`src/rtl/lfrag_cfg_loader_if.sv`:
```
// Loader bus: serial config load handshake, serial readback stream, committed frame and status.
// Latency: none (signal bundle only).
// Backpressure: CFG_READY qualifies CFG_VALID on the load side; the readback stream has none.
interface lfrag_cfg_loader_if #(
    parameter int FRAME_BITS = 128
);
    logic                  CFG_START;
    logic                  CFG_DI;
    logic                  CFG_VALID;
    logic                  CFG_READY;
    logic                  RB_START;
    logic                  CFG_DO;
    logic                  CFG_DO_VALID;
    logic [FRAME_BITS-1:0] lFragBitInfo;
    logic                  LOAD_DONE;
    logic                  CFG_ERR;
    logic                  BUSY;

    // Configuration controller side
    modport master (
        output CFG_START, CFG_DI, CFG_VALID, RB_START,
        input  CFG_READY, CFG_DO, CFG_DO_VALID, lFragBitInfo, LOAD_DONE, CFG_ERR, BUSY
    );

    // Loader side
    modport slave (
        input  CFG_START, CFG_DI, CFG_VALID, RB_START,
        output CFG_READY, CFG_DO, CFG_DO_VALID, lFragBitInfo, LOAD_DONE, CFG_ERR, BUSY
    );
endinterface

```
`src/rtl/lfrag_cfg_loader.sv`:
```
// Deserializes a config bitstream into a shadow frame, commits it atomically to lFragBitInfo, serial readback.
// Latency: frame visible with LOAD_DONE one cycle after the last accepted bit; readback beat 0 one cycle after RB_START.
// Backpressure: CFG_READY low outside SHIFT/CRC; readback has none. Optional CRC-8 check: define CFG_CRC_EN.
module lfrag_cfg_loader #(
    parameter int FRAME_BITS = 128,
    parameter int CNT_W      = 8
) (
    input  logic               QCK,
    input  logic               QRTN,
    lfrag_cfg_loader_if.slave  bus
);

    localparam int               IDX_W     = $clog2(FRAME_BITS);
    localparam logic [CNT_W-1:0] LAST_DATA = CNT_W'(FRAME_BITS - 1);

`ifdef CFG_CRC_EN
    localparam logic [CNT_W-1:0] LAST_CRC  = CNT_W'(7);
    typedef enum logic [2:0] {
        S_IDLE     = 3'd0,
        S_SHIFT    = 3'd1,
        S_CRC      = 3'd2,
        S_COMMIT   = 3'd3,
        S_READBACK = 3'd4
    } state_t;
`else
    typedef enum logic [2:0] {
        S_IDLE     = 3'd0,
        S_SHIFT    = 3'd1,
        S_COMMIT   = 3'd3,
        S_READBACK = 3'd4
    } state_t;
`endif

    state_t                r_state;
    logic [CNT_W-1:0]      r_cnt;
    logic [FRAME_BITS-1:0] r_shadow;
    logic [FRAME_BITS-1:0] r_lfrag;
    logic                  r_ready;
    logic                  r_do;
    logic                  r_do_vld;
    logic                  r_done;
    logic                  r_err;
    logic                  r_busy;

    logic [CNT_W-1:0]      w_cnt_inc;
    logic [IDX_W-1:0]      w_idx;
    logic [IDX_W-1:0]      w_rb_idx;
    logic                  w_accept;

    assign w_cnt_inc = r_cnt + 1'b1;
    assign w_idx     = r_cnt[IDX_W-1:0];
    assign w_rb_idx  = w_cnt_inc[IDX_W-1:0];
    assign w_accept  = bus.CFG_VALID & r_ready;

`ifdef CFG_CRC_EN
    logic [7:0] r_crc;
    logic [7:0] r_rx;
    logic       w_crc_fb;
    logic [7:0] w_crc_nxt;
    logic [7:0] w_rx_full;

    // Serial CRC-8 (poly 0x07) step over the incoming data bit; received CRC shifts in MSB first
    assign w_crc_fb  = r_crc[7] ^ bus.CFG_DI;
    assign w_crc_nxt = {r_crc[6:0], 1'b0} ^ (w_crc_fb ? 8'h07 : 8'h00);
    assign w_rx_full = {r_rx[6:0], bus.CFG_DI};
`endif

    // Load / commit / readback sequencer; every output is a register updated here
    always_ff @(posedge QCK or negedge QRTN) begin
        if (!QRTN) begin
            r_state  <= S_IDLE;
            r_cnt    <= '0;
            r_shadow <= '0;
            r_lfrag  <= '0;
            r_ready  <= 1'b0;
            r_do     <= 1'b0;
            r_do_vld <= 1'b0;
            r_done   <= 1'b0;
            r_err    <= 1'b0;
            r_busy   <= 1'b0;
`ifdef CFG_CRC_EN
            r_crc    <= '0;
            r_rx     <= '0;
`endif
        end else begin
            r_done <= 1'b0;
            case (r_state)
                S_IDLE: begin
                    // A load request always beats a simultaneous readback request
                    if (bus.CFG_START) begin
                        r_state <= S_SHIFT;
                        r_cnt   <= '0;
                        r_err   <= 1'b0;
                        r_ready <= 1'b1;
                        r_busy  <= 1'b1;
`ifdef CFG_CRC_EN
                        r_crc   <= '0;
`endif
                    end else if (bus.RB_START) begin
                        r_state  <= S_READBACK;
                        r_cnt    <= '0;
                        r_do     <= r_lfrag[0];
                        r_do_vld <= 1'b1;
                        r_busy   <= 1'b1;
                    end
                end
                S_SHIFT: begin
                    // Restart discards the partial frame and the bit offered this cycle
                    if (bus.CFG_START) begin
                        r_cnt <= '0;
                        r_err <= 1'b1;
`ifdef CFG_CRC_EN
                        r_crc <= '0;
`endif
                    end else if (w_accept) begin
                        r_shadow[w_idx] <= bus.CFG_DI;
`ifdef CFG_CRC_EN
                        r_crc <= w_crc_nxt;
`endif
                        if (r_cnt == LAST_DATA) begin
                            r_cnt <= '0;
`ifdef CFG_CRC_EN
                            r_state <= S_CRC;
`else
                            r_state <= S_COMMIT;
                            r_ready <= 1'b0;
`endif
                        end else begin
                            r_cnt <= w_cnt_inc;
                        end
                    end
                end
`ifdef CFG_CRC_EN
                S_CRC: begin
                    if (bus.CFG_START) begin
                        r_state <= S_SHIFT;
                        r_cnt   <= '0;
                        r_err   <= 1'b1;
                        r_crc   <= '0;
                    end else if (w_accept) begin
                        r_rx <= w_rx_full;
                        if (r_cnt == LAST_CRC) begin
                            r_cnt   <= '0;
                            r_ready <= 1'b0;
                            if (w_rx_full == r_crc) begin
                                r_state <= S_COMMIT;
                            end else begin
                                r_state <= S_IDLE;
                                r_err   <= 1'b1;
                                r_busy  <= 1'b0;
                            end
                        end else begin
                            r_cnt <= w_cnt_inc;
                        end
                    end
                end
`endif
                S_COMMIT: begin
                    r_lfrag <= r_shadow;
                    r_done  <= 1'b1;
                    r_state <= S_IDLE;
                    r_busy  <= 1'b0;
                end
                S_READBACK: begin
                    // r_cnt indexes the beat currently on CFG_DO
                    if (r_cnt == LAST_DATA) begin
                        r_state  <= S_IDLE;
                        r_cnt    <= '0;
                        r_do     <= 1'b0;
                        r_do_vld <= 1'b0;
                        r_busy   <= 1'b0;
                    end else begin
                        r_cnt <= w_cnt_inc;
                        r_do  <= r_lfrag[w_rb_idx];
                    end
                end
                default: begin
                    r_state  <= S_IDLE;
                    r_cnt    <= '0;
                    r_ready  <= 1'b0;
                    r_do     <= 1'b0;
                    r_do_vld <= 1'b0;
                    r_busy   <= 1'b0;
                end
            endcase
        end
    end

    assign bus.CFG_READY    = r_ready;
    assign bus.CFG_DO       = r_do;
    assign bus.CFG_DO_VALID = r_do_vld;
    assign bus.lFragBitInfo = r_lfrag;
    assign bus.LOAD_DONE    = r_done;
    assign bus.CFG_ERR      = r_err;
    assign bus.BUSY         = r_busy;

endmodule

```
`src/flat_wrapper.sv`:
```
// flat-port wrapper written by rule: the top's interface ports become plain ports
module lfrag_cfg_loader_flat 
#(
    parameter int FRAME_BITS = 128,
    parameter int CNT_W      = 8
)
  (QCK, QRTN, bus_CFG_START, bus_CFG_DI, bus_CFG_VALID, bus_RB_START, bus_CFG_READY, bus_CFG_DO, bus_CFG_DO_VALID, bus_lFragBitInfo, bus_LOAD_DONE, bus_CFG_ERR, bus_BUSY);
  lfrag_cfg_loader_if #(.FRAME_BITS(FRAME_BITS)) bus_i ();
  input  logic QCK;
  input  logic QRTN;
  input wire logic [$bits(bus_i.CFG_START)-1:0] bus_CFG_START;
  input wire logic [$bits(bus_i.CFG_DI)-1:0] bus_CFG_DI;
  input wire logic [$bits(bus_i.CFG_VALID)-1:0] bus_CFG_VALID;
  input wire logic [$bits(bus_i.RB_START)-1:0] bus_RB_START;
  output wire logic [$bits(bus_i.CFG_READY)-1:0] bus_CFG_READY;
  output wire logic [$bits(bus_i.CFG_DO)-1:0] bus_CFG_DO;
  output wire logic [$bits(bus_i.CFG_DO_VALID)-1:0] bus_CFG_DO_VALID;
  output wire logic [$bits(bus_i.lFragBitInfo)-1:0] bus_lFragBitInfo;
  output wire logic [$bits(bus_i.LOAD_DONE)-1:0] bus_LOAD_DONE;
  output wire logic [$bits(bus_i.CFG_ERR)-1:0] bus_CFG_ERR;
  output wire logic [$bits(bus_i.BUSY)-1:0] bus_BUSY;
  assign bus_i.CFG_START = bus_CFG_START;
  assign bus_i.CFG_DI = bus_CFG_DI;
  assign bus_i.CFG_VALID = bus_CFG_VALID;
  assign bus_i.RB_START = bus_RB_START;
  assign bus_CFG_READY = bus_i.CFG_READY;
  assign bus_CFG_DO = bus_i.CFG_DO;
  assign bus_CFG_DO_VALID = bus_i.CFG_DO_VALID;
  assign bus_lFragBitInfo = bus_i.lFragBitInfo;
  assign bus_LOAD_DONE = bus_i.LOAD_DONE;
  assign bus_CFG_ERR = bus_i.CFG_ERR;
  assign bus_BUSY = bus_i.BUSY;
  lfrag_cfg_loader #(.FRAME_BITS(FRAME_BITS), .CNT_W(CNT_W)) u_core (.QCK(QCK), .QRTN(QRTN), .bus(bus_i));
endmodule
```
`config.mk`:
```
export PLATFORM = sky130hd
export DESIGN_NAME = lfrag_cfg_loader_flat
export DESIGN_NICKNAME = d
export VERILOG_FILES = /design/src/rtl/lfrag_cfg_loader_if.sv /design/src/rtl/lfrag_cfg_loader.sv /design/src/flat_wrapper.sv
export SDC_FILE = /design/constraint.sdc
export NUM_CORES = 1
export LEC_CHECK = 0
export CAP_MARGIN = 20
export CORE_ASPECT_RATIO = 2
export CORE_UTILIZATION = 40
export CTS_BUF_LIST = sky130_fd_sc_hd__clkbuf_4 sky130_fd_sc_hd__clkbuf_8 sky130_fd_sc_hd__clkbuf_16
export DETAILED_ROUTE_END_ITERATION = 16
export PLACE_DENSITY = 0.71
export SYNTH_ARGS = -nofsm -noshare
export SYNTH_HDL_FRONTEND = slang
export SYNTH_SLANG_ARGS = --single-unit
```
`constraint.sdc`:
```
create_clock -name QCK -period 5.05 [get_ports QCK]
set_input_delay 1.01 -clock QCK [delete_from_list [all_inputs] [get_ports QCK]]
set_output_delay 1.01 -clock QCK [all_outputs]
set_load 0.005 [all_outputs]
```
==> impl_metrics.env, run 1 <==
export IMPL_synth_cell_type_count=48
export IMPL_ant_nets=0
export IMPL_worstSetupStartpointType="flip-flop"
export IMPL_post_drt_wl_per_cell_um=19.7
export IMPL_setup_tns_ps=0
export IMPL_outcome="complete, no violations"
export IMPL_cts_tree="done"
export IMPL_layout_nets=1312
export IMPL_relSlewSlack_pct=29.8
export IMPL_portBuffers=139
export IMPL_die_h_um=250
export IMPL_synth_largest_area_cell="dfrtp_1"
export IMPL_grt_overflow=0
export IMPL_ys_ff_latch=273
export IMPL_netlist_instances=1198
export IMPL_antenna_found_initial=0
export IMPL_core_mm2=0.0302
export IMPL_post_cts_setup_buffers=0
export IMPL_ys_flop_type="dfrtp_1"
export IMPL_hold_buffers=0
export IMPL_async_flop_share_pct=100
export IMPL_drt_initial_drc_count=632
export IMPL_syn_nets=1205
export IMPL_synth_top_area_share_pct=55.4
export IMPL_p_per_area_mw_per_mm2=336
export IMPL_insertion_delay_ps=540
export IMPL_slew_viol_final=0
export IMPL_diodes=0
export IMPL_rsz0062_at_grt="no"
export IMPL_met3_usage_pct=2.05
export IMPL_place_inst=1646
export IMPL_dieArea_mm2=0.0316
export IMPL_ctsHtreeMaxLevel=1
export IMPL_worst_slack_ps=1490
export IMPL_min_path_cells=2
export IMPL_drcViolationCount=0
export IMPL_path_class="flip-flop to flip-flop"
export IMPL_tightest_slew_ps=1050
export IMPL_layout_drive_gt1_share_pct=17.5
export IMPL_totalPowerFinal_mw=5.02
export IMPL_clockBufferDepth=3
export IMPL_start_util_pct=40.8
export IMPL_final_cells=1691
export IMPL_ys_warn_count=0
export IMPL_grt_start_max_net_pins=115
export IMPL_hold_viol=0
export IMPL_placed_cell_area_mm2=0.0140
export IMPL_synth_edf_count=0
export IMPL_first_pass_iters=5
export IMPL_grt_pass1_vias=9391
export IMPL_grt_pass1_wl_um=53200
export IMPL_via_count=9124
export IMPL_min_path_type="flip-flop to flip-flop"
export IMPL_final_setup_skew_ps=16.3
export IMPL_globalplace_congestion=0.868
export IMPL_leakage_nw=7.24
export IMPL_timing_final_crit_share_pct=70.4
export IMPL_track_usage_pct=21.8
export IMPL_post_cts_resized=0
export IMPL_root_buffer="clkbuf_16"
export IMPL_grtUsageMet2_pct=39.1
export IMPL_synth_area_leaders="dfrtp_1 55%, nand2_1 14%, mux2_2 11%"
export IMPL_io_pins=140
export IMPL_hold_path_endpoint="u_core.bus.lFragBitInfo[28]"
export IMPL_reg2reg_depth=8
export IMPL_grt_most_used_layer="met2"
export IMPL_dieWidth_um=126
export IMPL_avgSynthCellArea_um2=10.3
export IMPL_reg2reg_to="u_core.bus.CFG_DO"
export IMPL_end_kind="flip-flop"
export IMPL_place_ws_ps=1080
export IMPL_ff2ff_setup_slack_ps=1490
export IMPL_cts_sinks=273
export IMPL_synth_cell_area_mm2=0.0123
export IMPL_worstHoldStart="u_core.r_shadow[28]"
export IMPL_max_freq_mhz=281
export IMPL_fillers=2729
export IMPL_use_met1_pct=25.1
export IMPL_rows=90
export IMPL_min_period_ps=3560
export IMPL_critPathArrivalTime_ps=3950
export IMPL_ys_seq_area_share_pct=55.4
export IMPL_routed_wl_um=33200
export IMPL_r2r_start="u_core.r_cnt[1]"
export IMPL_clk_pin_slew_ps=70
export IMPL_multi_input_area_mm2=0.00516
export IMPL_regArea_mm2=0.00683
export IMPL_area_growth_pct=21.2
export IMPL_worst_path_max_fanout=17
export IMPL_dp_hpwl_um=22800
export IMPL_ir_drop_mv=0.279
export IMPL_vias_per_cell=5.40
export IMPL_drv_cap=0
export IMPL_setup_viol=0
export IMPL_fin_area_mm2=0.0149
export IMPL_required_ps=5440
export IMPL_cts_made_buffers=25
-- metal layers --
layer	up-vias	wire, um
met2	271	17700
met3	89	1180
li1	4145	-
met1	4619	12500
met4	0	1930
met5	-	0
-- synthesized netlist by cell type, types with 6 or more instances --
cell        n
nand2_1   465
dfrtp_1   273
mux2_2    124
nor2_1    101
clkbuf_1   58
mux4_2     32
mux2_1     16
o21ai_0    15
a21oi_1     9
buf_2       8
nor3_1      7
nand3_1     6
-- critical path, stage by stage (launching register included) --
cell and delay [ps]:
dfrtp_1 630, ha_1 450, xor2_2 820, mux4_2 410, mux2_2 300, o22ai_1 170
nor3_1 70, nor4_1 450, o41ai_1 100
-- stage by stage --
| stage | hold slack [ps] | utilization, % |
|---|---|---|
| floorplan | 433 | - |
| global placement | 444 | 46.3 |
| CTS | 468 | 49.5 |
| finish | 465 | 49.5 |
| global route | 489 | 49.5 |
| detailed placement | 453 | 46.4 |
-- power by group --
group | leakage (nW) | total, mW | switching (mW) | internal (mW)
logic | 3.00 | 0.602 | 0.408 | 0.194
clock network | 0.465 | 2.15 | 0.839 | 1.31
registers | 3.78 | 2.27 | 0.0432 | 2.22
total | 7.24 | 5.02 | 1.29 | 3.73
-- cells by family (layout without fill, tap and decap cells) --
| family | Yosys count | in the layout | share of synthesized area (%) |
|---|---|---|---|
| buffers and inverters | 82 | 207 | 2.76 |
| flip-flops | 273 | 273 | 55.4 |
| adder cells (fa/ha/maj) | 1 | 1 | 0.102 |
| AO/OA/AOI/OAI | 48 | 48 | 2.45 |
| XOR/XNOR | 4 | 4 | 0.284 |
| AND/OR/NAND/NOR | 613 | 613 | 19.9 |
| multiplexers | 177 | 177 | 19.0 |
-- cell type report --
| type | count | share of cell area, % |
|---|---|---|
| flip-flops and latches | 273 | 45.8 |
| clock inverters | 13 | 1.51 |
| well taps | 368 | 3.08 |
| clock buffers | 32 | 4.79 |
| inverters | 7 | 0.184 |
| repair buffers | 155 | 10.1 |
| multi-input cells | 843 | 34.6 |
-- registers in the layout, indices dropped and copies added, names as in the netlist --
register	flops
u_core.bus.LOAD_DONE	1
u_core.bus.BUSY	1
u_core.bus.CFG_DO	1
u_core.bus.CFG_DO_VALID	1
u_core.r_shadow	128
u_core.bus.CFG_ERR	1
u_core.bus.lFragBitInfo	128
u_core.bus.CFG_READY	1
u_core.r_state	3
u_core.r_cnt	8
-- worst max-delay path by stage --
stage / startpoint / end
after floorplan: bus_CFG_START / u_core.r_shadow[56]
after global placement: bus_CFG_START / u_core.r_shadow[33]
after detailed placement: bus_CFG_START / u_core.r_shadow[39]
after CTS: u_core.r_cnt[1] / u_core.bus.CFG_DO
after global routing: u_core.r_cnt[0] / u_core.bus.CFG_DO
final: u_core.r_cnt[1] / u_core.bus.CFG_DO
-- layout by cell type, fill, tap and decap left out, types with 2 or more instances in the layout --
master / count
nand2_1: 464
dfrtp_1: 272
clkdlybuf4s50_1: 137
mux2_2: 124
nor2_1: 101
mux4_2: 32
clkbuf_16: 25
mux2_1: 16
o21ai_0: 15
buf_4: 14
a21oi_1: 9
nor3_1: 7
nand3_1: 6
clkbuf_8: 6
bufinv_16: 6
clkinv_2: 5
nor3b_1: 5
o31ai_1: 5
a31oi_1: 5
mux2i_1: 5
o22ai_1: 5
inv_1: 4
nand2b_1: 4
o41ai_1: 4
nor2b_1: 3
nand3b_1: 3
buf_2: 3
or4_1: 2
and3_1: 2
and2_1: 2
nor2_2: 2
nor3_4: 2
xor2_1: 2
nor4_1: 2
(Power assumes the default switching activity.)
==> inputs of run 2 (changes only) <==
==> constraint.sdc (replaced) <==
create_clock -name QCK -period 3.3 [get_ports QCK]
set_input_delay 0.66 -clock QCK [delete_from_list [all_inputs] [get_ports QCK]]
set_output_delay 0.66 -clock QCK [all_outputs]
set_load 0.005 [all_outputs]
==> run 2 against run 1 <==
Compared with the run above: sequential power rose by 52%; clock skew rose by 12 ps; die area did not move; worst hold slack got worse by 390 ps; critical path type unchanged; largest power group unchanged.
==> impl_metrics.env, run 2 (synthesized netlist as in run 1, its figures left out) <==
export IMPL_worstSetupStartpointType="flip-flop"
export IMPL_clockBufferDepth=3
export IMPL_place_ws_ps=68.0
export IMPL_max_freq_mhz=343
export IMPL_relSlewSlack_pct=48.8
export IMPL_drcViolationCount=0
export IMPL_post_drt_wl_per_cell_um=19.2
export IMPL_setup_tns_ps=0
export IMPL_p_int_mw=5.50
export IMPL_path_class="flip-flop to flip-flop"
export IMPL_final_setup_skew_ps=27.8
export IMPL_clock_power_share_pct=40.4
export IMPL_start_util_pct=40.8
export IMPL_setup_viol=0
export IMPL_min_path_type="input port to async pin"
export IMPL_grt_pass1_vias=9244
export IMPL_cts_made_buffers=24
export IMPL_end_kind="flip-flop"
export IMPL_worst_slack_ps=382
export IMPL_grt_overflow=0
export IMPL_combPwrFrac_pct=13.6
export IMPL_drv_cap=0
export IMPL_ir_drop_mv=0.456
export IMPL_insertion_delay_ps=540
export IMPL_fillers=2688
export IMPL_worst_path_max_fanout=12
export IMPL_area_growth_pct=21.9
export IMPL_p_seq_share_pct=46.0
export IMPL_final_cell_mix="464 x nand2_1, 272 x dfrtp_1, 137 x clkdlybuf4s50_1"
export IMPL_ant_nets=0
export IMPL_via_count=9093
export IMPL_hold_buffers=0
export IMPL_fin_util_pct=49.8
export IMPL_p_per_area_mw_per_mm2=499
export IMPL_outcome="complete, no violations"
export IMPL_slew_viol_final=0
export IMPL_globalplace_congestion=0.851
export IMPL_swShare_pct=26.6
export IMPL_dieWidth_um=126
export IMPL_routed_wl_um=32700
export IMPL_dieArea_mm2=0.0316
export IMPL_layout_drive_gt1_share_pct=18.1
export IMPL_track_usage_pct=21.2
export IMPL_rsz0062_at_grt="no"
export IMPL_post_cts_resized=0
export IMPL_cts_tree="done"
export IMPL_tightest_slew_ps=769
export IMPL_first_pass_iters=7
export IMPL_layout_nets=1324
export IMPL_io_pins=140
export IMPL_antenna_found_initial=0
export IMPL_required_ps=3710
export IMPL_critPathArrivalTime_ps=3330
export IMPL_root_buffer="clkbuf_16"
export IMPL_power_switching_mw=2.00
export IMPL_timing_final_crit_share_pct=88.4
export IMPL_hold_viol=0
export IMPL_core_mm2=0.0302
export IMPL_min_period_ps=2920
export IMPL_totalPowerFinal_mw=7.50
export IMPL_grt_start_max_net_pins=101
export IMPL_diodes=0
export IMPL_post_cts_setup_buffers=0
export IMPL_vias_per_cell=5.34
export IMPL_leakage_nw=7.28
export IMPL_cts_sinks=273
export IMPL_clk_pin_slew_ps=70
export IMPL_grt_pass1_wl_um=51800
export IMPL_dp_hpwl_um=22600
export IMPL_drt_initial_drc_count=673
export IMPL_portBuffers=139
export IMPL_ctsHtreeMaxLevel=1
export IMPL_final_common_cell="nand2_1"
export IMPL_rows=90
export IMPL_die_h_um=250
-- run 2: changes by cell type in the layout (fill, tap and decap cells not counted), sizes merged --
cell      previous run  this run
buf                 18        31
clkbuf              32        29
bufinv               6         4
clkinv               7         9
clkinvlp             1         2
-- run 2: critical path, cell delays in order, from the launching register on --
cell and delay (ps):
dfrtp_2 430, ha_1 310, buf_4 280, buf_4 230
mux4_2 300, mux2_2 330, o21ai_0 200, nor4_1 80
nor4_1 500, o41ai_1 110
-- run 2: path summary, 6_finish.rpt --
kind,slack [ps],from,end,depth (start not counted)
max,380,u_core.r_cnt[0],u_core.bus.CFG_DO,9
min,80,QRTN,u_core.bus.lFragBitInfo[56],1
min reg2reg,450,u_core.r_shadow[110],u_core.bus.lFragBitInfo[110],2
max reg2reg,380,u_core.r_cnt[0],u_core.bus.CFG_DO,9
max in group asynchronous,2230,QRTN,u_core.r_shadow[29],2
min in group QCK,450,u_core.r_shadow[110],u_core.bus.lFragBitInfo[110],2
-- run 2: metal layers --
| metal | routed length [um] | GRT usage (%) |
|---|---|---|
| met5 | 0 | 0 |
| met2 | 18000 | 39.2 |
| met3 | 1280 | 2.11 |
| met4 | 1410 | 10.1 |
| met1 | 12100 | 24.2 |
-- run 2: through the flow --
stage	cell area, um2	cells	hold slack (ps)
after CTS	15000	1702	128
after detailed placement	14200	1659	450
final	15000	1702	79.6
after global placement	14200	1659	445
after floorplan	12300	1198	364
after global routing	15000	1702	154
-- run 2: power by group through the flow --
stage | Combinational [mW] | Clock, mW | Sequential [mW]
after floorplan | 0.605 | 0 | 3.50
after CTS | 1.03 | 3.09 | 3.45
after global routing | 1.09 | 3.21 | 3.45
final | 1.02 | 3.03 | 3.45
after detailed placement | 1.02 | 0 | 3.51
after global placement | 1.02 | 0 | 3.51
-- run 2: final cells by class --
cell class | count | area [um2] | area share (%)
clock buffers | 29 | 657 | 4.37
clock inverters | 14 | 198 | 1.32
inverters | 7 | 27.5 | 0.183
multi-input cells | 843 | 5160 | 34.4
flip-flops and latches | 273 | 6830 | 45.5
well taps | 368 | 460 | 3.06
repair buffers | 168 | 1680 | 11.2
